$ cat config.mk
export PLATFORM = sky130hd
export DESIGN_NAME = serial_addsub
export DESIGN_NICKNAME = d
export VERILOG_FILES = /design/src/rtl/serial_addsub.sv
export SDC_FILE = /design/constraint.sdc
export NUM_CORES = 1
export LEC_CHECK = 0
export BUFFER_PORTS_ARGS = -buffer_cell sky130_fd_sc_hd__buf_2
export CAP_MARGIN = 20
export CORE_UTILIZATION = 53
export DETAILED_ROUTE_END_ITERATION = 12
export MAX_ROUTING_LAYER = met4
export PLACE_DENSITY = 0.82
export SLEW_MARGIN = 20
export SYNTH_ARGS = -nofsm -noshare
export SYNTH_HDL_FRONTEND = slang
export SYNTH_SLANG_ARGS = --single-unit
export TNS_END_PERCENT = 100
$ cat constraint.sdc
create_clock -name clk -period 1.6 [get_ports clk]
set_input_delay 0.32 -clock clk [delete_from_list [all_inputs] [get_ports clk]]
set_output_delay 0.32 -clock clk [all_outputs]
set_load 0.01 [all_outputs]
$ cat src/rtl/serial_addsub.sv
// Digit-serial adder/subtractor.
// WIDTH-bit operands are processed DIGIT bits per clock, LSB first, through a
// single DIGIT-wide ripple slice and a registered carry. A start/busy/done
// handshake frames each operation; results are held until the next DONE load.
module serial_addsub #(
  parameter int WIDTH = 8,
  parameter int DIGIT = 1
) (
  input  logic             clk,
  input  logic             rst,
  input  logic             start,
  input  logic [WIDTH-1:0] a,
  input  logic [WIDTH-1:0] b,
  input  logic             cin,
  input  logic             sub,
  output logic             busy,
  output logic             done,
  output logic [WIDTH-1:0] s,
  output logic             cout,
  output logic             ovf
);

  localparam int N  = WIDTH / DIGIT;
  localparam int CW = (N > 1) ? $clog2(N) : 1;

  localparam logic [1:0] IDLE = 2'd0;
  localparam logic [1:0] RUN  = 2'd1;
  localparam logic [1:0] DONE = 2'd2;

  logic [1:0]       state;
  logic [CW-1:0]    cnt;
  logic [WIDTH-1:0] a_sh;
  logic [WIDTH-1:0] b_sh;
  logic             carry;
  logic [WIDTH-1:0] res_sh;

  logic [DIGIT:0]   dsum;
  logic             c_msb;
  logic             last;
  logic [WIDTH-1:0] res_next;

  // One ripple slice: low digit of each operand plus the stored carry.
  // NOTE: every signal assigned in always_comb gets a value on every path
  // (here unconditionally) so no latch can be inferred.
  always_comb begin
    dsum  = {1'b0, a_sh[DIGIT-1:0]} + {1'b0, b_sh[DIGIT-1:0]} + {{DIGIT{1'b0}}, carry};
    // Carry into the top bit of the slice, recovered from its sum bit.
    c_msb = dsum[DIGIT-1] ^ a_sh[DIGIT-1] ^ b_sh[DIGIT-1];
    last  = (cnt == CW'(N - 1));
  end

  // The new digit enters the result register from the MSB end.
  generate
    if (DIGIT == WIDTH) begin : g_single
      assign res_next = dsum[DIGIT-1:0];
    end else begin : g_multi
      assign res_next = {dsum[DIGIT-1:0], res_sh[WIDTH-1:DIGIT]};
    end
  endgenerate

  // Control FSM and datapath registers; rst takes priority over start.
  // NOTE: sequential state uses non-blocking assignments so every register
  // samples pre-edge values regardless of statement order.
  always_ff @(posedge clk) begin
    if (rst) begin
      state  <= IDLE;
      cnt    <= '0;
      a_sh   <= '0;
      b_sh   <= '0;
      carry  <= 1'b0;
      res_sh <= '0;
      s      <= '0;
      cout   <= 1'b0;
      ovf    <= 1'b0;
    end else begin
      case (state)
        IDLE, DONE: begin
          if (start) begin
            // Subtraction is a + ~b + ~cin; fold the inversions in at capture.
            a_sh   <= a;
            b_sh   <= sub ? ~b : b;
            carry  <= sub ? ~cin : cin;
            cnt    <= '0;
            res_sh <= '0;
            state  <= RUN;
          end else begin
            state <= IDLE;
          end
        end
        RUN: begin
          a_sh   <= a_sh >> DIGIT;
          b_sh   <= b_sh >> DIGIT;
          carry  <= dsum[DIGIT];
          res_sh <= res_next;
          cnt    <= cnt + 1'b1;
          if (last) begin
            s     <= res_next;
            cout  <= dsum[DIGIT];
            ovf   <= c_msb ^ dsum[DIGIT];
            state <= DONE;
          end
        end
        default: state <= IDLE;
      endcase
    end
  end

  assign busy = (state == RUN);
  assign done = (state == DONE);

endmodule

==> run summary <==
Final Cycle Share = 94.8%
Post-Syn Instances = 191
RSZ-0062 raised after global routing = yes
Post-synth ARST share = 0%
Setup WS pre-CTS = 82.6 ps
Final hold vios = 0
Top-area cell type share of the netlist area = 47.5%
Crit path max fanout = 3
Routed vias = 1411
Io pins = 33
Area contributors post-synth = dfxtp_1 (47%), a21oi_1 (10%), nand3_1 (8.2%)
Synth Warn # = 0
Final ANT Viol Nets = 0
Initial antenna violation count = 0
Failing checks = design-rule violations
Synth Cell Area = 1650 sq um
Critical path type = flip-flop to flip-flop
Required time of the critical path = 1870 ps
Share of layout cells above drive strength 1 = 24.1%
Crit path time final = 1520 ps
Clk_lat worst skew = 350 ps
Antenna cells = 0
Max Slew Vio Count = 0
Clock skew = 13.2 ps
Row count = 19
TritonRoute pass-1 iters = 9
Total die area = 3330 sq um
Syn Nets = 215
Vias in the first global route = 1317
Detail Placement HPWL = 2150 um
Port bufs = 32
WL per Instance = 12.9 um
Worst Path Arrival = 1790 ps
Post-synth EDFFs = 0
Final worst slack = 83.9 ps
Gr usage total = 22.7%
Top-count cell post-synth = dfxtp_1
Initial DRC Count = 37
Die Height = 57.7 um
Max Fclk = 660 MHz
Core Box Area = 2850 sq um
Sequential area share after synthesis = 47.5%
Initial Util = 57.7%
Main synth FF type = dfxtp_1
TritonCTS Buffers = 5
Global route total overflow = 0
First-pass GRT wire length = 5660 um
Post-synth top cells = dfxtp_1 (39), a21oi_1 (34), nand3_1 (27), nand2_1 (24), a22oi_1 (14)
Mean Syn Cell Area = 8.61 sq um
Largest net degree at the start of global routing = 30
Setup bufs post-CTS = 0
Critical Path Source Type = flip-flop
Final WL = 3280 um
Clk root buf = clkbuf_4
# H-tree levels = 2
Chip width = 57.7 um
Worst slew margin = 78.1%
P_leak = 0.000766 uW
Nets = 248
Synth Register Bits = 39
Via density = 5.53
CTS tree = done
Setup_tns = 0 ps
Num Clock Sinks = 39
Clock buffer depth = 2
Netlist cell types = 22
Setup-failing EPs final = 0
Worst vdd ir = 0.000794 V
Syn-to-layout area delta = 17.3%
Status = finished, violations left
GPL Wtd Cong = 0.732
Clock transition at the registers of the reported paths = 110 ps
MaxCap Viol Count = 0
DRC violations left = 4
Cell taking the most area after synthesis = dfxtp_1
P per Cell Area = 937 nW/um^2
Least-Margin Pin Slew = 328 ps
CP endpoint kind = flip-flop
Worst hold path class = primary input to flip-flop
[placed cells by master (no fill, tap or decap), drive strengths merged, types with 5 or more instances in the layout]
master	Yosys	layout
inv	4	5
nor2	5	5
a22oi	14	14
clkbuf	4	6
nand2	24	24
nand3	27	27
buf	12	41
a21oi	34	34
dfxtp	39	39
xor2	9	9
[power breakdown]
part           total, uW  switching, uW  internal, uW  leakage [uW]
registers           1030           23.5          1010      0.000319
logic                262            148           114      0.000413
clock network        513            310           204     0.0000341
[worst paths after layout]
path | start | endpoint | slack, ps | depth (start not counted)
hold reg to reg | s[0] | s[0] | 460 | 2
setup / recovery | b_sh[0] | ovf | 80 | 5
hold / removal | a[7] | a_sh[7] | 200 | 3
setup reg to reg | b_sh[0] | ovf | 80 | 5
[worst max-delay path, cell delays in order, from the launching register on]
cell,delay (ps)
dfxtp_2,370
inv_1,60
fa_1,510
xnor2_1,170
xnor2_1,130
a211oi_1,210
[logic make-up after synthesis]
logic type,synth area share (%)
adder cells (fa/ha/maj),2.74
AND/OR/NAND/NOR,18.1
AO/OA/AOI/OAI,19.1
flip-flops,47.5
XOR/XNOR,6.39
buffers and inverters,6.24
[metrics by stage]
stage / power (uW) / std cells / utilization (%) / area [sq um] / hold WS, ps
CTS: 1830 / 255 / 67.8 / 1930 / 194
finish: 1810 / 255 / 67.7 / 1930 / 200
detailed placement: 1310 / 247 / 64.8 / 1850 / 446
global placement: 1300 / 247 / 64.8 / 1850 / 440
floorplan: 1240 / 191 / - / 1650 / 432
global route: 1910 / 255 / 67.7 / 1930 / 188
[registers in the layout (all words and copies together) (netlist names), 2 cells and up]
register	cells
a_sh	8
b_sh	8
s	8
res_sh	7
cnt	3
state	2
[timing repair]
item,CTS,global route
gates resized for setup,5,3
setup endpoints to repair,1,2
pin swaps,0,1
hold buffers,0,0
cloned,1,0
[layer usage]
metal,routed length [um],global-route usage [%],up-vias
met3,129,4.69,7
li1,-,-,725
met4,55,10.2,0
met5,0,-,-
met1,1520,28.0,646
met2,1570,35.9,33
[cell type report]
cell class              count  area [sq um]
multi-input cells         132           769
well taps                  31          38.8
clock buffers               6          51.3
clock inverters             1          5.00
repair buffers             41           253
fillers                   252           922
inverters                   4          22.5
repair inverters            1          6.26
flip-flops and latches     39           785
No activity file was read; power rests on OpenSTA's default activity.
